### config.mk
export PLATFORM = sky130hd
export DESIGN_NAME = adc_frame_emulator
export DESIGN_NICKNAME = d
export VERILOG_FILES = /design/src/rtl/adc_frame_emulator.sv
export SDC_FILE = /design/constraint.sdc
export NUM_CORES = 1
export LEC_CHECK = 0
export ABC_AREA = 1
export CAP_MARGIN = 20
export CELL_PAD_IN_SITES_DETAIL_PLACEMENT = 1
export CELL_PAD_IN_SITES_GLOBAL_PLACEMENT = 2
export CORE_MARGIN = 2
export CORE_UTILIZATION = 33
export CTS_CLUSTER_SIZE = 12
export DETAILED_ROUTE_END_ITERATION = 8
export GPL_ROUTABILITY_DRIVEN = 0
export HOLD_SLACK_MARGIN = 0.02
export PLACE_DENSITY = 0.89
export SETUP_SLACK_MARGIN = 0.1
export SLEW_MARGIN = 20
export SYNTH_ARGS = -nofsm -noshare
export SYNTH_HDL_FRONTEND = slang
export SYNTH_SLANG_ARGS = --single-unit
### constraint.sdc
create_clock -name dclk -period 3.1 [get_ports dclk]
set_input_delay 0.31 -clock dclk [delete_from_list [all_inputs] [get_ports dclk]]
set_output_delay 0.31 -clock dclk [all_outputs]
set_load 0.05 [all_outputs]
### src/rtl/adc_frame_emulator.sv
// adc_frame_emulator
//
// Delta-sigma ADC frame transmitter, clocked by the ADC data clock (dclk).
// Once per output-data period it raises drdy for one cycle, then shifts a
// READ_DCLKS-bit word out on dout, MSB first. Every output is launched on a
// rising edge, so a receiver sampling on the falling edge has half a period of
// margin. A toggle on sync_tog (clk_ctrl domain) aborts any frame in progress
// and restarts the re-settling blackout. While skip_drdy is high at the frame
// boundary, that period's frame is dropped, which lets a hub's missed-sample
// and realign paths be exercised.
//
// Ports
//   dclk          in   ADC data clock, all flops on posedge
//   rst_dclk      in   asynchronous active-high reset
//   sync_tog      in   sync request, one request per transition
//   skip_drdy     in   level, suppresses the frame starting at pos 0
//   pattern_en    in   transmit frame_cnt instead of sample_data
//   sample_data   in   [READ_DCLKS] next sample word
//   sample_valid  in   sample_data holds a fresh word
//   sample_ready  out  high in the drdy cycle of transmitted frames
//   drdy          out  one-cycle data-ready strobe
//   dout          out  serial data, MSB first
//   settling      out  re-settling blackout in progress
//   frame_cnt     out  [16] frames transmitted, wraps
//   underrun_cnt  out  [8] frames sent without a fresh sample, saturates
//
// States (describe the cycle currently presented on the outputs)
//   ST_SETTLE | blackout counter nonzero, outputs held low
//   ST_IDLE   | inter-frame gap, waiting for pos 0
//   ST_DRDY   | pos 0 of an enabled frame, drdy and sample_ready high
//   ST_SHIFT  | pos 1..READ_DCLKS, dout carries word[READ_DCLKS-pos]

module adc_frame_emulator #(
    parameter int READ_DCLKS    = 24,
    parameter int ODR_DCLKS     = 128,
    parameter int SETTLE_FRAMES = 8,
    parameter int SYNC_STAGES   = 2
) (
    input  logic                  dclk,
    input  logic                  rst_dclk,
    input  logic                  sync_tog,
    input  logic                  skip_drdy,
    input  logic                  pattern_en,
    input  logic [READ_DCLKS-1:0] sample_data,
    input  logic                  sample_valid,
    output logic                  sample_ready,
    output logic                  drdy,
    output logic                  dout,
    output logic                  settling,
    output logic [15:0]           frame_cnt,
    output logic [7:0]            underrun_cnt
);

    localparam int PW = $clog2(ODR_DCLKS);
    localparam int SW = $clog2(SETTLE_FRAMES + 1);
    localparam int IW = (READ_DCLKS > 1) ? $clog2(READ_DCLKS) : 1;

    typedef enum logic [1:0] {
        ST_SETTLE,
        ST_IDLE,
        ST_DRDY,
        ST_SHIFT
    } state_t;

    state_t                  state_q, state_d;
    logic [PW-1:0]           pos_q, pos_d;
    logic [SW-1:0]           settle_q, settle_d;
    logic [READ_DCLKS-1:0]   word_q, word_d;
    logic [15:0]             frame_cnt_q, frame_cnt_d;
    logic [7:0]              underrun_q, underrun_d;
    logic                    drdy_q, drdy_d;
    logic                    sready_q, sready_d;
    logic                    dout_q, dout_d;
    logic                    settling_q, settling_d;
    logic [SYNC_STAGES-1:0]  sync_ff_q, sync_ff_d;
    logic                    sync_prev_q, sync_prev_d;

    logic                    sync_edge;
    logic                    pos_wrap;
    logic                    frame_go;
    logic                    in_shift;
    logic                    no_fresh;
    logic [READ_DCLKS-1:0]   word_sel;
    logic [READ_DCLKS-1:0]   shift_word;
    logic [IW-1:0]           bit_idx;

    // pos_q is the position of the cycle the next edge launches onto the
    // outputs, so every output decision is a registered function of pos_q.
    always_comb begin
        sync_ff_d[0] = sync_tog;
        for (int i = 1; i < SYNC_STAGES; i++) begin
            sync_ff_d[i] = sync_ff_q[i-1];
        end
        sync_prev_d = sync_ff_q[SYNC_STAGES-1];
        sync_edge   = sync_ff_q[SYNC_STAGES-1] ^ sync_prev_q;

        pos_wrap = (pos_q == PW'(ODR_DCLKS - 1));
        frame_go = (pos_q == '0) && (settle_q == '0) && !skip_drdy;
        in_shift = (state_q == ST_DRDY) ||
                   ((state_q == ST_SHIFT) && (pos_q <= PW'(READ_DCLKS)));

        // Word handed over at the edge that ends the drdy cycle.
        no_fresh = 1'b0;
        if (pattern_en) begin
            word_sel = READ_DCLKS'(frame_cnt_q);
        end else if (sample_valid) begin
            word_sel = sample_data;
        end else begin
            word_sel = word_q;
            no_fresh = 1'b1;
        end

        // The MSB goes out on the same edge that captures the word.
        shift_word = (state_q == ST_DRDY) ? word_sel : word_q;
        bit_idx    = IW'(READ_DCLKS - int'(pos_q));

        pos_d       = pos_wrap ? '0 : pos_q + PW'(1);
        settle_d    = (pos_wrap && (settle_q != '0)) ? settle_q - SW'(1) : settle_q;
        word_d      = word_q;
        frame_cnt_d = frame_cnt_q;
        underrun_d  = underrun_q;
        drdy_d      = 1'b0;
        sready_d    = 1'b0;
        dout_d      = 1'b0;
        settling_d  = (settle_q != '0);
        state_d     = (settle_q != '0) ? ST_SETTLE : ST_IDLE;

        if (sync_edge) begin
            // The abort cycle itself becomes pos 0 of the new timeline, so the
            // next edge launches pos 1.
            pos_d      = PW'(1);
            settle_d   = SW'(SETTLE_FRAMES);
            settling_d = 1'b1;
            state_d    = ST_SETTLE;
        end else begin
            if (state_q == ST_DRDY) begin
                word_d      = word_sel;
                frame_cnt_d = frame_cnt_q + 16'd1;
                if (no_fresh && (underrun_q != 8'hFF)) begin
                    underrun_d = underrun_q + 8'd1;
                end
            end
            if (frame_go) begin
                state_d  = ST_DRDY;
                drdy_d   = 1'b1;
                sready_d = 1'b1;
            end else if (in_shift) begin
                state_d = ST_SHIFT;
                dout_d  = shift_word[bit_idx];
            end
        end
    end

    always_ff @(posedge dclk or posedge rst_dclk) begin
        if (rst_dclk) begin
            state_q     <= ST_SETTLE;
            pos_q       <= '0;
            settle_q    <= SW'(SETTLE_FRAMES);
            word_q      <= '0;
            frame_cnt_q <= '0;
            underrun_q  <= '0;
            drdy_q      <= 1'b0;
            sready_q    <= 1'b0;
            dout_q      <= 1'b0;
            settling_q  <= 1'b1;
            sync_ff_q   <= '0;
            sync_prev_q <= 1'b0;
        end else begin
            state_q     <= state_d;
            pos_q       <= pos_d;
            settle_q    <= settle_d;
            word_q      <= word_d;
            frame_cnt_q <= frame_cnt_d;
            underrun_q  <= underrun_d;
            drdy_q      <= drdy_d;
            sready_q    <= sready_d;
            dout_q      <= dout_d;
            settling_q  <= settling_d;
            sync_ff_q   <= sync_ff_d;
            sync_prev_q <= sync_prev_d;
        end
    end

    assign drdy         = drdy_q;
    assign sample_ready = sready_q;
    assign dout         = dout_q;
    assign settling     = settling_q;
    assign frame_cnt    = frame_cnt_q;
    assign underrun_cnt = underrun_q;

endmodule

==> flow_summary.yaml, run 1 <==
routing:
  wl_met3_um: 396
  dr.pass1.iters: 4
  viasPerCell: 4.86
  dr_total_vias: 3438
  drc: 0
  wirelength_mm: 10.8
  met2WireLength_mm: 5.40
  highest_layer: "met4"
  drt-initial-drc-count: 114
  wl_per_cell_um: 15.3
  wl_met1_mm: 4.76
  antenna_left: 0
floorplan:
  num_io_pins: 58
  die_area_mm2: 0.0123
  core-area_mm2: 0.0113
  die_h_um: 111
  start_util: 0.334
  rows: 39
  die_w_um: 111
synth:
  yosysTopAreaCell: "dfrtp_1"
  syn_area_per_cell_um2: 7.52
  ys_async_sr_fraction: 1.00
  ys_warn_count: 0
  synth_top_area_share: 0.432
  synth-main-ff-cell: "dfrtp_1"
  synth_area_leaders: "dfrtp_1 43%, nand2_1 13%, nand3_1 9.4%, inv_1 7.4%, o21ai_0 5.0%"
  ys_top_cells_by_count: "135 x nand2_1, 74 x inv_1, 71 x nand3_1"
  synth-seq-area-share: 0.446
  yosysUniqueCellTypes: 32
  synth_cells: 501
  syn-cell-area_mm2: 0.00377
  synth_edf_count: 0
  synth_fp_nets: 537
  synth_most_common_cell: "nand2_1"
  synth_seq_cells: 67
timing:
  setup_viol: 0
  rsz0062_at_grt: "false"
  skew_ns: 0.00459
  hold_ws_ns: 0.350
  slew-limit-headroom: 0.515
  min_period_over_period: 0.743
  fmax_mhz: 434
  tightest_slew_ns: 0.727
  setup_tns_ns: 0
  maxSlewViolCount: 0
  finalHoldViolations: 0
  period_minus_slack_ns: 2.30
worst_hold_path:
  hold_class: "in -> async"
critical_path:
  critPathKind: "reg -> reg"
  worstPathArrival_ns: 2.56
  required_ns: 3.35
  endpoint_kind: "register"
  critPathMaxFanout: 37
  cp-start-kind: "register"
clock_network:
  ctsHoldBuffers: 0
  cts_tree: "yes"
  cts_buffers: 9
  clk_path_buf_depth: 2
  clkLatencyLatePin_ns: 0.33
  cts.sinks: 67
  post_cts_resized: 0
  post_cts_buffers: 0
  path_clk_slew_ns: 0.06
  cts-root-buf: "clkbuf_16"
  htreeDepth: 3
pwr:
  power.switching_w: 0.00107
  p_int_w: 0.00205
  power.leakage_nw: 2.30
  power_density_mw_per_mm2: 654
  combPwrFrac: 0.300
  p_seq_frac: 0.367
  ir_drop_mv: 0.381
  clkPwrFrac: 0.333
  swShare: 0.344
global_route:
  grt_overflow_total: 0
  grt_max_degree: 45
  track_usage: 0.186
  first_global_vias: 3759
  antenna_found_initial: 0
  grt_pass1_wl_mm: 18.4
finish:
  nNetsFinal: 595
  fin_area_mm2: 0.00478
  drive_gt1_frac: 0.0621
  syn_to_final_growth_pct: 26.9
  n_antenna_cell: 0
placement:
  placed_area_mm2: 0.00448
  numPortBuffers: 57
  dp_hpwl_mm: 7.88
flow_run:
  cap_violations: 0
outcome:
  outcome: "finished clean"
## metrics by stage
stage	utilization	worst slack [ns]	cells	total power [W]
2_1_floorplan	-	1.06	501	0.00180
4_1_cts	0.424	0.751	707	0.00316
3_3_place_gp	0.398	0.638	691	0.00204
5_1_grt	0.424	0.553	707	0.00334
3_5_place_dp	0.398	0.634	691	0.00209
6_report	0.424	0.796	707	0.00313
## placed cells by master (no fill, tap or decap), drive strengths merged, types with 2 or more instances in the layout
cell type,n
a21oi,6
buf,6
clkbuf,14
clkdlybuf4s50,57
dfrtp,65
dfstp,2
ha,6
inv,75
nand2,139
nand3,71
nand3b,4
nand4,3
nor2,32
nor3,8
nor3b,2
nor4,2
o21a,2
o21ai,38
or2,4
xnor2,4
xor2,20
## flip-flops by register name, indices dropped and copies added (netlist names)
register	flops
settling	1
dout	1
state_q	2
pos_q	7
word_q	24
frame_cnt	16
sync_ff_q	2
settle_q	4
underrun_cnt	8
sync_prev_q	1
sample_ready	1
## per-layer routing
metal	track usage	vias up
met5	0	-
met3	0.0306	17
met2	0.316	62
met4	0.0842	0
li1	-	1691
met1	0.232	1668
## final cells by class
class	instances	area, µm²
Timing Repair Buffer	63	628
Inverter	75	282
Fill cell	1402	6490
Sequential cell	67	1680
Multi-Input combinational cell	343	1720
Clock inverter	2	35.0
Clock buffer	14	264
Tap cell	143	179
## path summary, 6_finish.rpt
kind | from | slack (ns) | cells after the start | endpoint
setup reg to reg | sync_prev_q | 0.80 | 8 | underrun_cnt[7]
hold / removal | rst_dclk | 0.35 | 2 | underrun_cnt[0]
max in group asynchronous | rst_dclk | 2.07 | 3 | settling
setup / recovery | sync_prev_q | 0.80 | 8 | underrun_cnt[7]
min in group dclk | sync_ff_q[0] | 0.35 | 0 | sync_ff_q[1]
hold reg to reg | sync_ff_q[0] | 0.35 | 0 | sync_ff_q[1]
## worst max-delay path: stages, from the launching register on
cell	delay (ns)
dfrtp_1	0.37
or2_2	0.31
nand2_4	0.14
buf_4	0.35
nand2_4	0.16
nor3_4	0.40
nand4_2	0.19
nor2_2	0.13
xor2_1	0.16
## power groups by stage
stage	Combinational [W]	Sequential [W]	Clock [W]
4_1_cts	0.000956	0.00115	0.00106
3_3_place_gp	0.000894	0.00115	0
5_1_grt	0.00107	0.00117	0.00110
6_report	0.000939	0.00115	0.00104
2_1_floorplan	0.000545	0.00126	0
3_5_place_dp	0.000934	0.00116	0
## cell families (layout without fill, tap and decap cells)
logic type,after synthesis,count (layout),share of synthesized area
buffers and inverters,91,154,0.0989
AOI/OAI and AO/OA,47,47,0.0641
and+or+nand+nor,266,266,0.316
DFF,67,67,0.446
xor gates and xnor gates,24,24,0.0558
adders and majority gates,6,6,0.0199
No activity file was read; power rests on OpenSTA's default activity.
==> inputs of run 2 (changes only) <==
--- a/config.mk
+++ b/config.mk
@@ -10,12 +10,12 @@
 export CELL_PAD_IN_SITES_DETAIL_PLACEMENT = 1
 export CELL_PAD_IN_SITES_GLOBAL_PLACEMENT = 2
 export CORE_MARGIN = 2
-export CORE_UTILIZATION = 33
+export CORE_UTILIZATION = 31
 export CTS_CLUSTER_SIZE = 12
 export DETAILED_ROUTE_END_ITERATION = 8
 export GPL_ROUTABILITY_DRIVEN = 0
 export HOLD_SLACK_MARGIN = 0.02
-export PLACE_DENSITY = 0.89
+export PLACE_DENSITY = 0.85
 export SETUP_SLACK_MARGIN = 0.1
 export SLEW_MARGIN = 20
 export SYNTH_ARGS = -nofsm -noshare
==> constraint.sdc (replaced) <==
create_clock -name dclk -period 2.2 [get_ports dclk]
set_input_delay 0.22 -clock dclk [delete_from_list [all_inputs] [get_ports dclk]]
set_output_delay 0.22 -clock dclk [all_outputs]
set_load 0.05 [all_outputs]
==> run 2 against run 1 <==
Final cell count is 2.0% higher. Highest routed layer unchanged. Hold slack got worse by 0.078 ns. Sequential cell count stayed put. Clock power rose by 26%. Non-clock buffer count up 10. First-iteration DRC count is 39% higher. Die area grew 6.2%. Largest power group unchanged. Worst setup slack worse by 0.54 ns.
==> flow_summary.yaml, run 2 (synthesized netlist as in run 1, its figures left out) <==
outcome:
  outcome: "finished clean"
floorplan:
  die_area_mm2: 0.0131
  rows: 40
  start_util: 0.315
  num_io_pins: 58
  core-area_mm2: 0.0120
  die_h_um: 114
  die_w_um: 114
clock_network:
  cts_buffers: 9
  clk_path_buf_depth: 2
  cts_tree: "yes"
  post_cts_buffers: 0
  path_clk_slew_ns: 0.06
  cts-root-buf: "clkbuf_16"
  clkLatencyLatePin_ns: 0.34
  htreeDepth: 3
  cts.sinks: 67
pwr:
  power.leakage_nw: 2.33
  power_density_mw_per_mm2: 879
  ir_drop_mv: 0.503
critical_path:
  critPathMaxStageDelay_ns: 0.38
  required_ns: 2.43
  endpoint_kind: "register"
  crit_family: "simple AND/OR/NAND/NOR gates"
  cp-start-kind: "register"
  critPathMaxFanout: 15
  crit_chain: "or2_2 -> nand2_4 -> inv_1 -> or2_4 -> nand2_1 -> inv_1 -> nand2_1 -> a21oi_1 -> o21a_1"
  critPathKind: "reg -> reg"
  worstPathArrival_ns: 2.17
  cp_slowest_cell: "dfrtp_1"
  crit_buf_inv: 2
finish:
  final_common_cell: "nand2_1"
  fin_area_mm2: 0.00485
  mostFrequentLayoutCells: "135 x nand2_1, 73 x inv_1, 71 x nand3_1"
  max_flop_register: "word_q"
  fill_cells: 1487
  syn_to_final_growth_pct: 28.7
  nNetsFinal: 605
  n_antenna_cell: 0
  largest_reg_flops: 24
  drive_gt1_frac: 0.0889
  multi_input_area_mm2: 0.00173
  register_area_mm2: 0.00168
routing:
  viasPerCell: 4.72
  antenna_left: 0
  wirelength_mm: 10.8
  wl_per_cell_um: 14.9
  dr.pass1.iters: 4
  drc: 0
  dr_total_vias: 3403
  drt-initial-drc-count: 159
timing:
  setup_tns_ns: 0
  maxSlewViolCount: 0
  slew-limit-headroom: 0.663
  finalHoldViolations: 0
  skew_ns: 0.00790
  period_minus_slack_ns: 1.94
  setup_viol: 0
  hold_ws_ns: 0.272
  rsz0062_at_grt: "false"
  min_period_over_period: 0.883
  tightest_slew_ns: 0.504
  fmax_mhz: 515
global_route:
  track_usage: 0.177
  antenna_found_initial: 0
  grt_max_degree: 68
  first_global_vias: 3712
  grt_overflow_total: 0
  grt_pass1_wl_mm: 18.1
flow_run:
  cap_violations: 0
placement:
  dp_hpwl_mm: 8.00
  numPortBuffers: 57
  placed_area_mm2: 0.00456
worst_hold_path:
  hold_class: "in -> async"
## run 2: cell count changes in the layout (fill, tap and decap cells not counted), sizes merged
cell	before	now
bufinv	1	0
buf	6	16
clkinv	1	3
clkbuf	14	9
clkinvlp	0	4
## run 2: final timing paths
check                      cells past startpoint  slack [ns]           end    startpoint
min in group dclk                              1        0.32  sync_ff_q[0]      sync_tog
max                                            9        0.26   settle_q[2]   sync_prev_q
max in group asynchronous                      3        1.61      settling      rst_dclk
min reg2reg                                    0        0.36  sync_ff_q[1]  sync_ff_q[0]
max reg2reg                                    9        0.26   settle_q[2]   sync_prev_q
min                                            3        0.27   settle_q[2]      rst_dclk
## run 2: repair_timing
item / 4_1_cts / 5_1_grt
gates resized for setup: 0 / 4
hold buffers: 0 / 0
endpoints found under the setup margin: 0 / 8
## run 2: metrics by stage
step                      power, W  cells  utilization  setup slack, ns
final                      0.00426    721        0.405            0.258
after global routing       0.00458    721        0.405            0.109
after CTS                  0.00432    721        0.404            0.162
after detailed placement   0.00298    705        0.382           0.0883
after global placement     0.00292    705        0.382            0.157
after floorplan            0.00254    501            -            0.164
## run 2: metal layers
metal | wire (µm) | vias up | track usage
met5 | 0 | - | 0
li1 | - | 1717 | -
met2 | 5210 | 44 | 0.303
met1 | 5200 | 1634 | 0.228
met3 | 247 | 8 | 0.0334
met4 | 116 | 0 | 0.0537
## run 2: cell type report
| cell class | instances | area share |
|---|---|---|
| Tap cell | 147 | 0.0379 |
| Clock inverter | 7 | 0.00929 |
| Inverter | 75 | 0.0580 |
| Sequential cell | 67 | 0.346 |
| Multi-Input combinational cell | 343 | 0.357 |
| Timing Repair Buffer | 73 | 0.145 |
| Clock buffer | 9 | 0.0464 |
## run 2: power breakdown
part	internal (W)	switching, W
combinational	0.000490	0.000847
clock	0.000755	0.000560
sequential	0.00148	0.000130
## run 2: worst register-to-register path, cell delays in order (launching register included)
cell and delay (ns):
dfrtp_1 0.38, or2_2 0.32, nand2_4 0.19, inv_1 0.20, or2_4 0.31, nand2_1 0.11
inv_1 0.08, nand2_1 0.08, a21oi_1 0.06, o21a_1 0.11
==> inputs of run 3 (changes only) <==
--- a/config.mk
+++ b/config.mk
@@ -10,12 +10,13 @@
 export CELL_PAD_IN_SITES_DETAIL_PLACEMENT = 1
 export CELL_PAD_IN_SITES_GLOBAL_PLACEMENT = 2
 export CORE_MARGIN = 2
-export CORE_UTILIZATION = 31
+export CORE_UTILIZATION = 36
 export CTS_CLUSTER_SIZE = 12
 export DETAILED_ROUTE_END_ITERATION = 8
+export DONT_BUFFER_PORTS = 1
 export GPL_ROUTABILITY_DRIVEN = 0
 export HOLD_SLACK_MARGIN = 0.02
-export PLACE_DENSITY = 0.85
+export PLACE_DENSITY = 0.84
 export SETUP_SLACK_MARGIN = 0.1
 export SLEW_MARGIN = 20
 export SYNTH_ARGS = -nofsm -noshare
==> run 3 against run 2 <==
Sequential share of layout area is 3.8 points higher. Clock power is 8% lower. Global-route usage is 2.1 points higher. First-iteration DRC count is 26% lower. Utilization is 2.1 points higher. Critical path depth is 2 lower. Power is 4.9% lower. Maximum frequency is 3.0% higher. Final cell count is 6.9% lower. Register-to-register slack better by 0.06 ns. Combinational power is 6% lower. Largest cell class unchanged.
==> flow_summary.yaml, run 3 (synthesized netlist as in run 1, its figures left out) <==
critical_path:
  cp-start-kind: "register"
  crit_top_cell: "nand2_4"
  crit_start: "sync_prev_q"
  ff2ff_path_depth: 7
  required_ns: 2.49
  critPathMaxStageDelay_ns: 0.37
  reg2reg_to: "underrun_cnt[7]"
  cp_slowest_cell: "dfrtp_1"
  endpoint_kind: "register"
  critPathKind: "reg -> reg"
  ff2ff_setup_slack_ns: 0.31
  critPathMaxFanout: 21
  reg2reg_from: "sync_prev_q"
  crit_chain: "or2_2 -> nand2_4 -> nand2_4 -> nor3_4 -> nand4_2 -> nor2_2 -> xor2_1"
  worstPathArrival_ns: 2.17
finish:
  largest_reg_flops: 24
  syn_to_final_growth_pct: 15.8
  n_antenna_cell: 0
  final_common_cell: "nand2_1"
  mostFrequentLayoutCells: "135 x nand2_1, 73 x inv_1, 71 x nand3_1"
  fill_cells: 1288
  max_flop_register: "word_q"
  drive_gt1_frac: 0.121
  nNetsFinal: 566
routing:
  wl_per_cell_um: 15.3
  antenna_left: 0
  drc: 0
  wirelength_mm: 10.3
  dr.pass1.iters: 4
  drt-initial-drc-count: 117
  viasPerCell: 4.91
  dr_total_vias: 3294
placement:
  dp_hpwl_mm: 7.66
  numPortBuffers: 0
  place_ws_ns: 0.202
worst_hold_path:
  hp-start: "sample_data[21]"
  hold_end: "word_q[21]"
  min_delay_path_depth: 4
  hold_class: "in -> reg"
clock_network:
  clk_path_buf_depth: 2
  clkLatencyLatePin_ns: 0.36
  path_clk_slew_ns: 0.08
  cts.sinks: 67
  htreeDepth: 3
  cts_tree: "yes"
  cts_buffers: 9
  cts-root-buf: "clkbuf_8"
  post_cts_buffers: 0
timing:
  period_minus_slack_ns: 1.89
  rsz0062_at_grt: "false"
  slew-limit-headroom: 0.608
  setup_tns_ns: 0
  min_period_over_period: 0.857
  finalHoldViolations: 0
  setup_slack_ns: 0.315
  setup_viol: 0
  maxSlewViolCount: 0
  tightest_slew_ns: 0.587
  fmax_mhz: 530
  skew_ns: 0.00846
flow_run:
  cap_violations: 0
global_route:
  antenna_found_initial: 0
  track_usage: 0.198
  grt_overflow_total: 0
  grt_max_degree: 43
  grt_pass1_wl_mm: 17.4
  first_global_vias: 3613
pwr:
  power.leakage_nw: 2.21
  power_density_mw_per_mm2: 929
  ir_drop_mv: 0.492
floorplan:
  die_h_um: 106
  core-area_mm2: 0.0102
  start_util: 0.368
  num_io_pins: 58
  die_w_um: 106
  die_area_mm2: 0.0113
  rows: 37
outcome:
  outcome: "finished clean"
## run 3: cell types whose count changed in the layout (fill, tap and decap cells not counted), moves of 3 or more
cell / change
clkinvlp_4: -3
clkbuf_8: +11
clkdlybuf4s50_1: -57
buf_4: +16
clkbuf_16: -9
## run 3: critical path: cells and delay by family, from the launching register on
kind / cells / cell delay [ns]
and+or+nand+nor: 6 / 1.28
xor gates and xnor gates: 1 / 0.15
DFF: 1 / 0.37
## run 3: worst max-delay path by stage
stage                                 end  slack [ns]  depth (start not counted)
after floorplan                      dout        0.16                         12
after global placement    underrun_cnt[4]        0.33                          7
after detailed placement             dout        0.20                         11
after CTS                            dout        0.17                         11
after global routing          settle_q[2]        0.12                         10
final                     underrun_cnt[7]        0.31                          7
## run 3: cell type report
| type | count | area (µm²) | share of cell area |
|---|---|---|---|
| Clock buffer | 12 | 155 | 0.0355 |
| Clock inverter | 4 | 72.6 | 0.0166 |
| Inverter | 75 | 282 | 0.0645 |
| Multi-Input combinational cell | 343 | 1730 | 0.397 |
| Sequential cell | 67 | 1680 | 0.385 |
| Tap cell | 136 | 170 | 0.0390 |
| Timing Repair Buffer | 34 | 273 | 0.0625 |
## run 3: metrics by stage
step / power (W) / utilization / instance area [µm²] / hold slack [ns] / instances
floorplan: 0.00254 / - / 3770 / 0.251 / 501
global placement: 0.00280 / 0.401 / 4100 / 0.196 / 653
detailed placement: 0.00287 / 0.401 / 4100 / 0.208 / 653
CTS: 0.00409 / 0.425 / 4350 / 0.116 / 671
global route: 0.00433 / 0.427 / 4370 / 0.159 / 671
finish: 0.00405 / 0.427 / 4370 / 0.130 / 671
## run 3: repair_timing
item | CTS | global route
setup endpoints to repair | 0 | 3
endpoints found under the hold margin | 26 | 0
gates resized for setup | 0 | 3
hold buffers | 2 | 0
## run 3: report_power, final
part	internal [W]	switching [W]	total, W
Clock	0.000699	0.000503	0.00120
Sequential	0.00148	0.000110	0.00159
Combinational	0.000416	0.000848	0.00126
## run 3: layer usage
metal | track usage | vias up | wire, µm
li1 | - | 1634 | -
met1 | 0.243 | 1599 | 4710
met2 | 0.340 | 45 | 5050
met3 | 0.0349 | 16 | 313
met4 | 0.0874 | 0 | 218
met5 | 0 | - | 0
